## config.mk

```make
export PLATFORM = sky130hd
export DESIGN_NAME = im_boot_loader
export DESIGN_NICKNAME = d
export VERILOG_FILES = /design/src/rtl/im_boot_loader.sv
export SDC_FILE = /design/constraint.sdc
export NUM_CORES = 1
export LEC_CHECK = 0
export CAP_MARGIN = 20
export CORE_ASPECT_RATIO = 0.9
export CORE_MARGIN = 2
export CORE_UTILIZATION = 30
export DETAILED_ROUTE_END_ITERATION = 10
export SLEW_MARGIN = 25
export SYNTH_ARGS = -nofsm -noshare
export SYNTH_HDL_FRONTEND = slang
export SYNTH_SLANG_ARGS = --single-unit
export TNS_END_PERCENT = 50
```

## constraint.sdc

```tcl
create_clock -name cpu_clk_50M -period 2.2 [get_ports cpu_clk_50M]
set_clock_uncertainty 0.05 [all_clocks]
set_input_delay 0.44 -clock cpu_clk_50M [delete_from_list [all_inputs] [get_ports cpu_clk_50M]]
set_output_delay 0.44 -clock cpu_clk_50M [all_outputs]
set_load 0.02 [all_outputs]
```

## src/rtl/im_boot_loader.sv

```systemverilog
// Instruction-memory port arbiter: passes CPU fetches through in RUN and lets a
// byte-serial loader write a length-prefixed program into IM words 0..N-1.
module im_boot_loader #(
    parameter int unsigned IM_AW = 11,
    parameter int unsigned CNT_W = 16
) (
    input  logic             cpu_clk_50M,
    input  logic             cpu_rst_n,
    input  logic             load_start,
    input  logic [7:0]       byte_data,
    input  logic             byte_valid,
    output logic             byte_ready,
    input  logic             if_req,
    input  logic [IM_AW-1:0] if_addr,
    output logic [31:0]      if_inst,
    output logic             if_valid,
    output logic             cpu_stall,
    output logic             load_done,
    output logic             load_err,
    output logic [IM_AW-1:0] imaddr,
    output logic             imwe,
    output logic [31:0]      imdin,
    output logic             imce,
    input  logic [31:0]      inst
);

    typedef enum logic [2:0] {StRun, StHdr0, StHdr1, StData, StWrite, StDone} state_e;

    state_e           state_q;
    logic [CNT_W-1:0] n_q;
    logic [CNT_W:0]   wr_ptr_q;
    logic [1:0]       byte_cnt_q;
    logic [31:0]      word_q;

    logic [CNT_W-1:0] n_full;
    logic [CNT_W:0]   wr_ptr_nxt;
    logic             hdr_too_big;
    logic             wr_in_range;

    // Header low byte completes the count in the same cycle it is accepted.
    assign n_full      = {n_q[CNT_W-1:8], byte_data};
    assign wr_ptr_nxt  = wr_ptr_q + {{CNT_W{1'b0}}, 1'b1};
    assign hdr_too_big = 32'(n_full) > (32'd1 << IM_AW);
    assign wr_in_range = 32'(wr_ptr_q) < (32'd1 << IM_AW);

    assign cpu_stall  = (state_q != StRun);
    assign byte_ready = (state_q == StHdr0) || (state_q == StHdr1) || (state_q == StData);
    assign if_inst    = inst;
    assign imdin      = word_q;

    always_comb begin
        imce   = 1'b0;
        imwe   = 1'b0;
        imaddr = '0;
        if (state_q == StRun) begin
            imce   = if_req;
            imaddr = if_addr;
        end else if (state_q == StWrite) begin
            imce   = 1'b1;
            imwe   = wr_in_range;
            imaddr = wr_ptr_q[IM_AW-1:0];
        end
    end

    always_ff @(posedge cpu_clk_50M or negedge cpu_rst_n) begin
        if (!cpu_rst_n) begin
            state_q    <= StRun;
            n_q        <= '0;
            wr_ptr_q   <= '0;
            byte_cnt_q <= '0;
            word_q     <= '0;
            if_valid   <= 1'b0;
            load_done  <= 1'b0;
            load_err   <= 1'b0;
        end else begin
            if_valid  <= 1'b0;
            load_done <= 1'b0;
            unique case (state_q)
                StRun: begin
                    if_valid <= if_req;
                    if (load_start) begin
                        state_q    <= StHdr0;
                        load_err   <= 1'b0;
                        wr_ptr_q   <= '0;
                        byte_cnt_q <= '0;
                    end
                end
                StHdr0: begin
                    if (byte_valid) begin
                        n_q[CNT_W-1:8] <= byte_data;
                        state_q        <= StHdr1;
                    end
                end
                StHdr1: begin
                    if (byte_valid) begin
                        n_q <= n_full;
                        if (hdr_too_big) load_err <= 1'b1;
                        if (n_full == '0) begin
                            state_q   <= StDone;
                            load_done <= 1'b1;
                        end else begin
                            state_q <= StData;
                        end
                    end
                end
                StData: begin
                    if (byte_valid) begin
                        // Shift-in packs the first byte of each group into word[31:24].
                        word_q     <= {word_q[23:0], byte_data};
                        byte_cnt_q <= byte_cnt_q + 2'd1;
                        if (byte_cnt_q == 2'd3) state_q <= StWrite;
                    end
                end
                StWrite: begin
                    wr_ptr_q <= wr_ptr_nxt;
                    if (wr_ptr_nxt == {1'b0, n_q}) begin
                        state_q   <= StDone;
                        load_done <= 1'b1;
                    end else begin
                        state_q <= StData;
                    end
                end
                StDone:  state_q <= StRun;
                default: state_q <= StRun;
            endcase
        end
    end

endmodule
```

==> metrics.yaml, run 1 <==
clkSlewWorstSetupHoldPaths_ns: 0.06
place_congestion: 0.820
finalCritPeriodShare_pct: 100
r2r_end: "load_done"
syn_avg_cell_area_um2: 10.7
clkSinkCount: 73
critPathMaxFanout: 4
cts_buffers: 9
start_util_pct: 30.5
firstDrtPassIters: 4
max_slew.worst_pin.slew_ns: 0.419
cp_data_arrival_time_ns: 1.71
leakage_nw: 2.35
syn_nets: 435
port_buffers: 73
antenna_left: 0
synth_top_area_share_pct: 45.1
first_global_vias: 3272
hold_viol: 0
r2r_cells: 6
yosysSeqAreaShare_pct: 45.1
setup_violations: 1
synth_area_um2: 4050
rsz0062_at_grt: "yes"
maxCapViolations: 0
yosysWarnings: 0
rows: 40
cts-root-buf: "clkbuf_16"
endpoint_kind: "primary output"
rr_startpoint: "wr_ptr_q[1]"
p_per_area_nw_per_um2: 1350
clk_path_buf_depth: 2
peakVddDrop_mv: 0.424
required_ns: 1.71
maxSlewHeadroom_pct: 71.7
hold_path.class: "flip-flop to flip-flop"
vias: 3210
areaGrowthSynthToFinish_pct: 36.6
crit_start: "state_q[1]"
drive_above_1_share_pct: 35.8
yosysTopAreaCell: "dfrtp_1"
final_cell_mix: "69 x dfrtp_1, 67 x buf_4, 57 x clkdlybuf4s50_1"
status: "complete, but fails checks"
fmax_mhz: 454
ioPinCount: 138
die_w_um: 126
core_area_um2: 13300
finalWirelength_mm: 10.2
yosys-top-cells-area: "dfrtp_1 45%, mux2_2 13%, buf_4 6.1%"
ys_types: 50
mostFrequentLayoutCell: "dfrtp_1"
die-area_um2: 14400
setup_slack_ns: -0.00389
reg2reg_setup_slack_ns: 0.04
cts_tree: "built"
via_per_inst: 4.98
fp.dieH_um: 114
synth_edf_count: 0
crit_type: "flip-flop to primary output"
route.detailed.drc: 0
min-delay-start: "imdin[24]"
drt-initial-drc-count: 139
synthCells: 377
worstSkewPairLatency_ns: 0.34
pre_cts_slack_ns: -0.234
grt_use_total_pct: 14.4
period_needed_ns: 2.20
holdPathStages: 1
grt_start_max_net_pins: 44
hold_end: "imdin[24]"
start_kind: "flip-flop"
drv_slew: 0
synth_seq_cells: 73
cts_max_level: 3
hold_ws_ns: 0.451
grt_overflow: 0
synthFlopType: "dfrtp_1"
grt_first_pass_wirelength_mm: 16.4
antennaDiodeCount: 0
antenna_found_initial: 0
dp_hpwl_mm: 7.58
drt-wirelength-per-cell_um: 15.8
synthArstFlopShare_pct: 100
nets: 531
violations: "setup timing"
==> flip-flops by register name, summed over array words and instances, names as in the netlist <==
signal and count:
imdin 32, load_err 1, if_valid 1, wr_ptr_q 17, load_done 1, state_q 3
byte_cnt_q 2, n_q 16
==> critical path, cell delays in order (launching register included) <==
cell	delay (ns)
dfrtp_1	0.44
nor3_2	0.08
buf_4	0.15
and2_1	0.16
or2_2	0.26
clkdlybuf4s15_1	0.28
==> per-layer routing <==
layer	track usage (%)	routed length [um]	share of wire, %	vias to the layer above
met4	5.35	239	2.3	0
met3	4.11	552	5.4	32
met1	18.0	4480	44	1577
met2	23.7	4920	48	74
met5	0	0	0	-
li1	-	-	-	1527
==> synth_stat cells, types with 2 or more instances <==
| library cell | count |
|---|---|
| or3_1 | 2 |
| a22o_1 | 14 |
| nor2_1 | 17 |
| o31ai_1 | 5 |
| o41ai_1 | 3 |
| nand2_1 | 18 |
| xor2_1 | 4 |
| ha_1 | 2 |
| or4_1 | 4 |
| buf_4 | 33 |
| dfrtp_1 | 73 |
| nand3_2 | 2 |
| a21oi_1 | 5 |
| o21ai_0 | 31 |
| mux2_2 | 48 |
| nor4_4 | 2 |
| nand3_1 | 8 |
| a21boi_0 | 2 |
| inv_1 | 7 |
| buf_2 | 6 |
| nand4_1 | 9 |
| and3_1 | 4 |
| nor4_1 | 7 |
| nor3_1 | 7 |
| clkbuf_1 | 16 |
| a31oi_1 | 5 |
| buf_6 | 3 |
| xnor2_1 | 18 |
==> cells by family (layout without fill, tap and decap cells) <==
kind of cell / count (synthesis) / after routing / share of synthesized area, %
AOI/OAI and AO/OA: 73 / 73 / 11.8
xor gates and xnor gates: 22 / 22 / 4.76
adders and majority gates: 2 / 2 / 0.618
buffers and inverters: 66 / 166 / 9.96
DFF: 73 / 73 / 45.1
muxes: 49 / 49 / 13.6
and+or+nand+nor: 92 / 92 / 14.1
==> power by group <==
group	internal (mW)	switching, mW	leakage (nW)	total [mW]
sequential	1.96	0.522	0.898	2.48
combinational	1.87	1.60	1.30	3.47
clock	0.935	0.561	0.148	1.50
==> worst max-delay path by stage <==
| stage | to | cells after the start |
|---|---|---|
| final | imce | 5 |
| after CTS | state_q[1] | 8 |
| after global placement | state_q[1] | 7 |
| after floorplan | state_q[1] | 6 |
| after detailed placement | state_q[1] | 7 |
| after global routing | imce | 5 |
==> repair_timing <==
| action | CTS | global route |
|---|---|---|
| hold endpoints to repair | 30 | 0 |
| gates resized for setup | 35 | 19 |
| hold buffers | 1 | 0 |
| pin swaps | 0 | 3 |
| setup buffers | 1 | 1 |
| endpoints found under the setup margin | 16 | 18 |
==> cell type report <==
type,instances,area [um^2]
Sequential cell,73,1830
Clock buffer,11,253
Multi-Input combinational cell,238,1860
Fill cell,1244,7730
Inverter,7,26.3
Clock inverter,4,51.3
Timing Repair Buffer,144,1290
Tap cell,168,210
==> per-stage QoR <==
step | power (mW) | cell area [um^2] | util [%] | TNS (ns) | cells
after global placement | 5.87 | 5170 | 39.0 | -0.388 | 627
after floorplan | 4.51 | 4050 | - | -0.0649 | 377
final | 7.45 | 5530 | 41.7 | -0.00389 | 645
after detailed placement | 5.96 | 5170 | 39.0 | -0.420 | 627
after global routing | 7.91 | 5530 | 41.7 | -0.775 | 645
after CTS | 7.51 | 5520 | 41.6 | -0.239 | 644
(Power assumes the default switching activity.)
==> run 2, diff against run 1 <==
--- a/config.mk
+++ b/config.mk
@@ -9,6 +9,7 @@
 export CORE_ASPECT_RATIO = 0.9
 export CORE_MARGIN = 2
 export CORE_UTILIZATION = 30
+export CTS_CLUSTER_DIAMETER = 100
 export DETAILED_ROUTE_END_ITERATION = 10
 export SLEW_MARGIN = 25
 export SYNTH_ARGS = -nofsm -noshare
==> constraint.sdc (replaced) <==
create_clock -name cpu_clk_50M -period 2.2 [get_ports cpu_clk_50M]
set_clock_uncertainty 0.05 [all_clocks]
set_input_delay 0.55 -clock cpu_clk_50M [delete_from_list [all_inputs] [get_ports cpu_clk_50M]]
set_output_delay 0.55 -clock cpu_clk_50M [all_outputs]
set_load 0.02 [all_outputs]
==> run 2 against run 1 <==
  * The flow still finishes with violations (setup timing)
  * Flip-flop and latch count unchanged
  * Setup slack worse by 0.0033 ns
  * Maximum frequency down 0.15%
  * Sequential share of layout area fell by 1.5 points
  * Highest routed layer unchanged
==> metrics.yaml, run 2 (synthesis gave the netlist of run 1 again) <==
start_kind: "flip-flop"
clkSlewWorstSetupHoldPaths_ns: 0.06  # about the same
drt-initial-drc-count: 169  # +22%
fin_util_pct: 43.7  # +2.1 points
final_cell_area_um2: 5800  # +5.0%
antenna_found_initial: 0  # unchanged
p_int_mw: 5.01  # +5.0%
switchingPower_mw: 2.79  # +3.9%
die_w_um: 126  # unchanged
via_per_inst: 4.98  # +0.10%
route.detailed.drc: 0  # unchanged
multiInputGateArea_um2: 1980  # +6.2%
cp_data_arrival_time_ns: 1.61  # -0.10 ns
die-area_um2: 14400  # unchanged
period_needed_ns: 2.21  # +0.00331 ns
pwr-share-clk_pct: 21.0  # +0.9 points
setup_violations: 1  # unchanged
p_per_area_nw_per_um2: 1340  # -0.31%
n_fill_cell: 1219  # -2.0%
mostFrequentLayoutCell: "buf_4"
cts_tree: "built"
vias: 3278  # +2.1%
clk_path_buf_depth: 2  # unchanged
total_power_mw: 7.79  # +4.6%
combPwrFrac_pct: 46.7  # about the same
fp.dieH_um: 114  # unchanged
rsz0062_at_grt: "yes"
hold_viol: 0  # unchanged
maxSlewHeadroom_pct: 70.9  # -0.80 points
cpPeakStageDelay_ns: 0.55  # +0.11 ns
status: "complete, but fails checks"
start_util_pct: 30.5  # unchanged
critPathMaxFanout: 2  # -2
core_area_um2: 13300  # unchanged
place_area_um2: 5170  # about the same
drt-wirelength-per-cell_um: 15.9  # +0.97%
firstDrtPassIters: 4  # unchanged
ioPinCount: 138  # unchanged
leakage_nw: 2.46  # +4.7%
setup_slack_ns: -0.00719  # -0.00331 ns
required_ns: 1.60  # -0.11 ns
antenna_left: 0  # unchanged
first_global_vias: 3283  # +0.34%
cts_hold_buffers: 0  # -1
maxCapViolations: 0  # unchanged
clkSinkCount: 73  # unchanged
crit_chain: "or4_4 > nor4_4 > buf_4"
cts-root-buf: "clkbuf_16"
hold_ws_ns: 0.105  # -0.346 ns
nets: 543  # +2.3%
finalNonFillerCells: 658  # +2.0%
dp_hpwl_mm: 7.60  # +0.39%
endpoint_kind: "primary output"
placed_cells: 629  # +0.32%
grt_first_pass_wirelength_mm: 16.6  # +0.84%
finalWirelength_mm: 10.5  # +3.0%
port_buffers: 73  # unchanged
max_slew.worst_pin.slew_ns: 0.430  # +0.0118 ns
seqPwrFrac_pct: 32.4  # -0.9 points
final_cell_mix: "74 x buf_4, 64 x dfrtp_1, 57 x clkdlybuf4s50_1"
grt_overflow: 0  # unchanged
hold_path.class: "input port to async pin"
crit_path_top_delay_cell: "or4_4"
largest_reg_flops: 32  # unchanged
fmax_mhz: 453  # -0.15%
pre_cts_slack_ns: -0.383  # -0.149 ns
cts_max_level: 3  # unchanged
seq_area_um2: 1840  # +0.34%
sw_frac_of_total_pct: 35.7  # -0.25 points
grt_use_total_pct: 14.5  # +0.097 points
drv_slew: 0  # unchanged
place_congestion: 0.856  # +4.3%
grt_start_max_net_pins: 37  # -16%
antennaDiodeCount: 0  # unchanged
areaGrowthSynthToFinish_pct: 43.4
crit_type: "flip-flop to primary output"
finalCritPeriodShare_pct: 100  # +0.15 points
rows: 40  # unchanged
violations: "setup timing"
peakVddDrop_mv: 0.461  # +8.9%
setup_tns_ns: -0.00719  # -0.00331 ns
drive_above_1_share_pct: 41.0  # +5.2 points
cts_buffers: 9  # unchanged
worstSkewPairLatency_ns: 0.33  # about the same
run 2: cell count changes in the layout (fill, tap and decap cells not counted), moves of 5 or more:
cell / change
buf_6: +18
buf_4: +7
clkdlybuf4s15_2: -6
clkbuf_2: -5
dfrtp_1: -5
dfrtp_2: +5
run 2: path summary, 6_finish.rpt:
path	cells after the start	start	slack [ns]	end
max	3	wr_ptr_q[11]	-0.007	imwe
min reg2reg	1	byte_cnt_q[0]	0.45	byte_cnt_q[0]
max reg2reg	8	wr_ptr_q[0]	0.02	state_q[1]
min in group cpu_clk_50M	1	byte_cnt_q[0]	0.45	byte_cnt_q[0]
max in group asynchronous	2	cpu_rst_n	1.41	wr_ptr_q[4]
min	1	cpu_rst_n	0.11	imdin[29]
run 2: routing by layer:
layer	vias up	routed length (um)	global-route usage, %
li1	1552	-	-
met1	1634	4670	18.2
met2	66	5240	24.0
met3	26	442	3.79
met4	0	142	5.27
met5	-	0	0
run 2: repair_timing:
item,4_1_cts,5_1_grt
pin swaps,3,13
setup endpoints to repair,17,16
cloned,1,0
gates resized for setup,87,37
buffers inserted,5,8
endpoints found under the hold margin,0,0
run 2: layout make-up:
| class | instances | area share (%) |
|---|---|---|
| multi-input cells | 238 | 34.1 |
| flip-flops and latches | 73 | 31.7 |
| repair buffers | 156 | 24.3 |
| clock buffers | 11 | 4.36 |
| well taps | 168 | 3.62 |
| clock inverters | 5 | 1.47 |
| inverters | 7 | 0.453 |
run 2: power groups by stage:
stage                     combinational (mW)  clock (mW)  sequential [mW]
after global routing                    3.91        1.75             2.61
final                                   3.64        1.63             2.52
after detailed placement                3.45           0             2.51
after CTS                               3.48        1.68             2.50
after floorplan                         1.78           0             2.73
after global placement                  3.39           0             2.48
run 2: worst max-delay path: cells and delay by family, from the launching register on:
kind / cells / cell delay [ns]
buffers and inverters: 1 / 0.18
flip-flops: 1 / 0.39
AND/OR/NAND/NOR: 2 / 0.71
